**src/rtl/fifo_pkg.sv**
```systemverilog
// Shared types and constants for the FIFO and its stream reader.
package fifo_pkg;

    localparam int unsigned DEFAULT_DATA_WIDTH = 32;
    localparam int unsigned FIFO_DEPTH         = 8;
    localparam int unsigned OCC_W              = 2;

    typedef enum logic [1:0] {
        ST_IDLE  = 2'd0,
        ST_RUN   = 2'd1,
        ST_DRAIN = 2'd2
    } rd_state_e;

endpackage : fifo_pkg

```
**src/rtl/stream_skid_buf.sv**
```systemverilog
// Two-entry register FIFO that holds words returned by the FIFO read port
// until the downstream consumer accepts them. Entry 0 is always the head.
module stream_skid_buf
    import fifo_pkg::*;
#(
    parameter int unsigned DATA_WIDTH = DEFAULT_DATA_WIDTH
) (
    input  logic                  clk,
    input  logic                  rst_n,
    input  logic                  push,
    input  logic [DATA_WIDTH-1:0] push_data,
    input  logic                  pop,
    output logic [OCC_W-1:0]      occ,
    output logic [DATA_WIDTH-1:0] head_data
);

    logic [DATA_WIDTH-1:0] e0_q, e0_d;
    logic [DATA_WIDTH-1:0] e1_q, e1_d;
    logic [OCC_W-1:0]      occ_q, occ_d;

    // Next entry contents and occupancy; pop is only ever asserted with occ != 0.
    always_comb begin
        e0_d  = e0_q;
        e1_d  = e1_q;
        occ_d = occ_q;
        case ({push, pop})
            2'b10: begin
                case (occ_q)
                    2'd0:    e0_d = push_data;
                    2'd1:    e1_d = push_data;
                    default: ;
                endcase
                occ_d = occ_q + OCC_W'(1);
            end
            2'b01: begin
                e0_d  = e1_q;
                occ_d = occ_q - OCC_W'(1);
            end
            2'b11: begin
                if (occ_q == 2'd1) begin
                    e0_d = push_data;
                end else begin
                    e0_d = e1_q;
                    e1_d = push_data;
                end
            end
            default: ;
        endcase
    end

    // Entry and occupancy registers.
    always_ff @(posedge clk or negedge rst_n) begin
        if (!rst_n) begin
            e0_q  <= '0;
            e1_q  <= '0;
            occ_q <= '0;
        end else begin
            e0_q  <= e0_d;
            e1_q  <= e1_d;
            occ_q <= occ_d;
        end
    end

    assign occ       = occ_q;
    assign head_data = e0_q;

endmodule : stream_skid_buf

```
**src/rtl/fifo_stream_reader.sv**
```systemverilog
// Read-side controller for the synchronous fifo: issues reads, absorbs the
// one-cycle read latency and presents words on a valid/ready stream.
// Optional feature macro: FIFO_STREAM_READER_STATS_EN adds a transfer counter.
module fifo_stream_reader
    import fifo_pkg::*;
#(
    parameter int unsigned DATA_WIDTH = DEFAULT_DATA_WIDTH
) (
    input  logic                  clk,
    input  logic                  rst_n,
    input  logic                  en,
    input  logic                  fifo_empty,
    input  logic [DATA_WIDTH-1:0] fifo_data_out,
    output logic                  fifo_cs,
    output logic                  fifo_rd_en,
    output logic                  m_valid,
    input  logic                  m_ready,
    output logic [DATA_WIDTH-1:0] m_data,
    output logic                  busy
`ifdef FIFO_STREAM_READER_STATS_EN
    ,
    output logic [31:0]           word_count
`endif
);

    rd_state_e         state_q, state_d;
    logic              inflight_q, inflight_d;
    logic [OCC_W-1:0]  occ;
    logic              pop_c;
    logic              rd_en_c;
    logic [2:0]        level_c;

    // Buffer holding returned words until accepted downstream.
    stream_skid_buf #(
        .DATA_WIDTH (DATA_WIDTH)
    ) u_skid (
        .clk       (clk),
        .rst_n     (rst_n),
        .push      (inflight_q),
        .push_data (fifo_data_out),
        .pop       (pop_c),
        .occ       (occ),
        .head_data (m_data)
    );

    assign m_valid = (occ != '0);

    // Read issue: only while the buffer plus the word in flight leaves a free slot.
    always_comb begin
        pop_c      = m_valid && m_ready;
        level_c    = 3'(occ) + 3'(inflight_q) - 3'(pop_c);
        rd_en_c    = (state_q == ST_RUN) && !fifo_empty && (level_c < 3'd2);
        inflight_d = rd_en_c;
    end

    assign fifo_rd_en = rd_en_c;
    assign fifo_cs    = rd_en_c;
    assign busy       = (state_q != ST_IDLE);

    // Next-state logic; en wins over completion while draining.
    always_comb begin
        state_d = state_q;
        case (state_q)
            ST_IDLE: begin
                if (en) state_d = ST_RUN;
            end
            ST_RUN: begin
                if (!en) state_d = ST_DRAIN;
            end
            ST_DRAIN: begin
                if (en) begin
                    state_d = ST_RUN;
                end else if (!inflight_q && (occ == '0)) begin
                    state_d = ST_IDLE;
                end
            end
            default: state_d = ST_IDLE;
        endcase
    end

    // State and in-flight registers.
    always_ff @(posedge clk or negedge rst_n) begin
        if (!rst_n) begin
            state_q    <= ST_IDLE;
            inflight_q <= 1'b0;
        end else begin
            state_q    <= state_d;
            inflight_q <= inflight_d;
        end
    end

`ifdef FIFO_STREAM_READER_STATS_EN
    logic [31:0] word_count_q, word_count_d;

    // Count of completed output transfers, wrapping naturally.
    always_comb begin
        word_count_d = word_count_q;
        if (pop_c) word_count_d = word_count_q + 32'd1;
    end

    // Transfer counter register.
    always_ff @(posedge clk or negedge rst_n) begin
        if (!rst_n) word_count_q <= '0;
        else        word_count_q <= word_count_d;
    end

    assign word_count = word_count_q;
`endif

endmodule : fifo_stream_reader

```
**config.mk**
```make
export PLATFORM = sky130hd
export DESIGN_NAME = fifo_stream_reader
export DESIGN_NICKNAME = d
export VERILOG_FILES = /design/src/rtl/fifo_pkg.sv /design/src/rtl/stream_skid_buf.sv /design/src/rtl/fifo_stream_reader.sv
export SDC_FILE = /design/constraint.sdc
export NUM_CORES = 1
export LEC_CHECK = 0
export ABC_AREA = 1
export CORE_ASPECT_RATIO = 0.6
export CORE_MARGIN = 2
export CORE_UTILIZATION = 40
export CTS_CLUSTER_SIZE = 8
export DETAILED_ROUTE_END_ITERATION = 10
export GPL_ROUTABILITY_DRIVEN = 0
export PLACE_DENSITY = 0.65
export SKIP_LAST_GASP = 1
export SYNTH_ARGS = -nofsm -noshare
export SYNTH_HDL_FRONTEND = slang
export SYNTH_HIERARCHICAL = 1
export SYNTH_SLANG_ARGS = --single-unit
```
**constraint.sdc**
```tcl
create_clock -name clk -period 2.25 [get_ports clk]
set_clock_uncertainty 0.05 [all_clocks]
set_input_delay 0.3375 -clock clk [delete_from_list [all_inputs] [get_ports clk]]
set_output_delay 0.3375 -clock clk [all_outputs]
set_load 0.02 [all_outputs]
```
==> results_tabular.tex <==
\begin{tabular}{lr}
\hline
Metric & Value \\
\hline
\multicolumn{2}{l}{\textbf{Status}} \\
\quad Run status & finished with violations \\
\quad Violations in the final reports & negative setup slack \\
\multicolumn{2}{l}{\textbf{Layout}} \\
\quad Number of nets in the final layout & 854 \\
\quad P\&R area growth vs syn & 30.1\% \\
\quad Share of cells above drive strength 1 & 7.74\% \\
\quad Final antenna diode count & 0 \\
\quad Final-layout fill cell count & 1,034 \\
\quad Commonest non-fill, non-tap cells in the layout & sky130\_fd\_sc\_hd\_\_nand2\_1 (391), sky130\_fd\_sc\_hd\_\_inv\_1 (108), sky130\_fd\_sc\_hd\_\_dfrtp\_1 (69), sky130\_fd\_sc\_hd\_\_clkdlybuf4s50\_1 (69), sky130\_fd\_sc\_hd\_\_nand3\_1 (64) \\
\quad Leading cell type in the layout, fill and taps excluded & sky130\_fd\_sc\_hd\_\_nand2\_1 \\
\multicolumn{2}{l}{\textbf{Setup path}} \\
\quad Max FO, Critical Path & 3 \\
\quad Kind of start point of the critical path & flip-flop \\
\quad Critical Path End Type & output port \\
\quad WS Path Type & reg2out \\
\quad Worst EP required & 1.86 ns \\
\quad Data arrival time of the critical path & 2.34 ns \\
\multicolumn{2}{l}{\textbf{Logic synthesis}} \\
\quad Ys Warns & 6 \\
\quad Share of the synthesized area in the top cell type & 38.5\% \\
\quad Mapped Nets & 777 \\
\quad Cell variety after synth & 22 \\
\quad Main area contributors after synthesis & sky130\_fd\_sc\_hd\_\_dfrtp\_1 (38\%), sky130\_fd\_sc\_hd\_\_nand2\_1 (33\%), sky130\_fd\_sc\_hd\_\_inv\_1 (9.0\%), sky130\_fd\_sc\_hd\_\_nand3\_1 (7.1\%), sky130\_fd\_sc\_hd\_\_a21oi\_1 (3.8\%) \\
\quad Average instance area after synthesis & 6.13 um2 \\
\quad Syn Inst Count & 732 \\
\quad Mapped Area & 4490 um2 \\
\quad Library cell with the largest summed area after synthesis & sky130\_fd\_sc\_hd\_\_dfrtp\_1 \\
\quad Part of the Yosys area used for sequential elements & 38.5\% \\
\quad Number of synthesized register bits & 69 \\
\multicolumn{2}{l}{\textbf{Clock network}} \\
\quad CTS tree & done \\
\quad Worst skew pair latency & 0.33 ns \\
\quad \# clock sinks & 69 \\
\quad Number of levels in the clock H-tree & 3 \\
\quad Number of clock buffers inserted by TritonCTS & 9 \\
\quad Root buf cell & sky130\_fd\_sc\_hd\_\_clkbuf\_16 \\
\quad Clock-pin slew reported for the worst setup and hold paths after clock tree synthesis & 0.06 ns \\
\quad Worst-case clock buffer depth & 2 \\
\multicolumn{2}{l}{\textbf{STA}} \\
\quad Setup WS post-layout & -0.476 ns \\
\quad Crit path time final & 2.73 ns \\
\quad Hold Violations, Final & 0 \\
\quad Pins over their slew limit & 0 \\
\quad Setup violation total in the final timing report & 2 \\
\quad Remaining max-slew budget at the tightest pin & 59.1\% \\
\quad Unrepaired setup endpoints after global routing & yes \\
\quad Share of the clock period used by the worst path & 121\% \\
\quad Slew at the pin closest to its max-slew limit & 0.613 ns \\
\quad Worst hold-check slack & 0.430 ns \\
\quad Maximum achievable frequency & 367 MHz \\
\multicolumn{2}{l}{\textbf{Route}} \\
\quad Detailed-route via count & 4,657 \\
\quad DRT met1 WL & 6040 um \\
\quad Wire per inst & 13.5 um \\
\quad Remaining routing DRC violations & 0 \\
\quad Pre-antenna DRT Iters & 5 \\
\quad Final Routed Wirelength & 12,900 um \\
\quad Routed met2 length & 5750 um \\
\quad Violation count after the first detailed-route iteration & 306 \\
\quad Routed length on met3 & 963 um \\
\quad DR vias/cell & 4.89 \\
\quad Top layer used by detailed routing & met4 \\
\quad Remaining number of nets flagged by the antenna check after routing & 0 \\
\multicolumn{2}{l}{\textbf{Placement}} \\
\quad HPWL after detailed placement & 8650 um \\
\quad Worst setup slack before clock tree synthesis & -0.939 ns \\
\quad Count of buffers from port buffering & 72 \\
\multicolumn{2}{l}{\textbf{Floorplanning}} \\
\quad Width of the chip & 141 um \\
\quad Core Rows & 29 \\
\quad Total core area & 10,700 um2 \\
\quad Vertical die dimension & 86.1 um \\
\quad Initial standard-cell utilization of the core & 41.8\% \\
\quad Area of the die & 12,100 um2 \\
\quad Top-level I/O count & 73 \\
\multicolumn{2}{l}{\textbf{GRT}} \\
\quad Global Route Usage Sum & 22.1\% \\
\quad Total grt overflow & 0 \\
\quad Antenna violations before repair & 0 \\
\quad First-pass GRT wire length & 21,400 um \\
\quad Via count of the first global-routing pass & 4,566 \\
\quad Maximum number of pins on one net before global-route repair & 44 \\
\multicolumn{2}{l}{\textbf{Min path}} \\
\quad Type of the worst min-delay path & reg2reg \\
\multicolumn{2}{l}{\textbf{Power}} \\
\quad Static leakage & 3.45 nW \\
\quad Cell area power density & 1270 nW/um2 \\
\quad Peak supply drop & 0.608 mV \\
\quad Overall power & 0.00745 W \\
\multicolumn{2}{l}{\textbf{Run}} \\
\quad Reported max-cap violation count & 0 \\
\hline
\end{tabular}
layout make-up:
class                   count  area, um2  share of cell area, %
clock inverters             5       60.1                   1.03
multi-input cells         513       2200                   37.6
clock buffers              11        243                   4.16
inverters                 113        424                   7.26
flip-flops and latches     69       1730                   29.6
repair buffers            103       1020                   17.4
well taps                 139        174                   2.98
cell families after synthesis:
| family | after synthesis | synth area share, % |
|---|---|---|
| xor+xnor | 2 | 0.390 |
| compound gates | 37 | 4.35 |
| flops | 69 | 38.5 |
| fa+ha+maj | 8 | 2.40 |
| simple gates | 466 | 41.2 |
| buf+inv | 150 | 13.2 |
flip-flops by register name (all words and copies together), names as in the netlist:
register,flops
u_skid/e1_q,32
inflight_q,1
state_q,2
u_skid/head_data,32
u_skid/occ,2
power breakdown:
| part | leakage (nW) | internal [W] | total [W] | switching (W) |
|---|---|---|---|---|
| Combinational | 2.43 | 0.00156 | 0.00394 | 0.00238 |
| Clock | 0.146 | 0.000891 | 0.00145 | 0.000556 |
| Sequential | 0.882 | 0.00175 | 0.00206 | 0.000317 |
critical path, cell delays in order, from the launching register on:
cell	delay, ns
sky130_fd_sc_hd__dfrtp_1	0.38
sky130_fd_sc_hd__o21a_1	0.21
sky130_fd_sc_hd__ha_1	0.27
sky130_fd_sc_hd__or2_4	0.23
sky130_fd_sc_hd__fa_1	0.47
sky130_fd_sc_hd__inv_1	0.04
sky130_fd_sc_hd__nor2_1	0.07
sky130_fd_sc_hd__nand2_1	0.09
sky130_fd_sc_hd__nor2_4	0.12
sky130_fd_sc_hd__buf_6	0.13
cell usage after synthesis:
library cell / n
sky130_fd_sc_hd__nand3_1: 64
sky130_fd_sc_hd__nor2_2: 3
sky130_fd_sc_hd__a21oi_1: 34
sky130_fd_sc_hd__buf_2: 21
sky130_fd_sc_hd__fa_1: 1
sky130_fd_sc_hd__buf_1: 2
sky130_fd_sc_hd__inv_2: 5
sky130_fd_sc_hd__nand3_2: 1
sky130_fd_sc_hd__ha_1: 7
sky130_fd_sc_hd__dfrtp_1: 69
sky130_fd_sc_hd__clkbuf_1: 13
sky130_fd_sc_hd__nand2_2: 2
sky130_fd_sc_hd__buf_4: 1
sky130_fd_sc_hd__or2_2: 1
sky130_fd_sc_hd__inv_1: 108
sky130_fd_sc_hd__nand2_1: 391
sky130_fd_sc_hd__a21oi_2: 1
sky130_fd_sc_hd__o21a_1: 1
sky130_fd_sc_hd__nor2_1: 4
sky130_fd_sc_hd__o21ai_2: 1
sky130_fd_sc_hd__xnor2_1: 1
sky130_fd_sc_hd__xor2_1: 1
final timing paths:
path	start	to	slack, ns	depth (start not counted)
max	u_skid/occ[1]	fifo_cs	-0.48	9
min	u_skid/head_data[19]	u_skid/head_data[19]	0.43	2
max reg2reg	u_skid/occ[1]	inflight_q	0.25	8
min reg2reg	u_skid/head_data[19]	u_skid/head_data[19]	0.43	2
max in group asynchronous	rst_n	u_skid/head_data[1]	1.06	3
min in group asynchronous	rst_n	u_skid/e1_q[11]	0.51	2
timing repair:
item | in CTS | in global routing
hold endpoints to repair | 22 | 0
gates cloned | 0 | 0
pin swaps | 3 | 0
hold buffers | 1 | 0
resized for setup | 12 | 0
setup endpoints to repair | 2 | 2
buffers inserted | 0 | 1
through the flow:
| stage | setup TNS [ns] | utilization (%) | instances | area, um2 |
|---|---|---|---|---|
| after CTS | -0.986 | 54.3 | 952 | 5830 |
| final | -0.952 | 54.4 | 953 | 5840 |
| after floorplan | -0.442 | - | 732 | 4500 |
| after global routing | -1.18 | 54.4 | 953 | 5840 |
| after global placement | -2.01 | 51.4 | 935 | 5520 |
| after detailed placement | -1.94 | 51.4 | 935 | 5520 |
routing by layer:
| metal | up-vias | global-route usage, % |
|---|---|---|
| li1 | 2326 | - |
| met1 | 2127 | 30.2 |
| met2 | 189 | 36.4 |
| met3 | 15 | 4.47 |
| met4 | 0 | 5.64 |
| met5 | - | 0 |
Note: power is estimated with default switching activity, not from simulation.
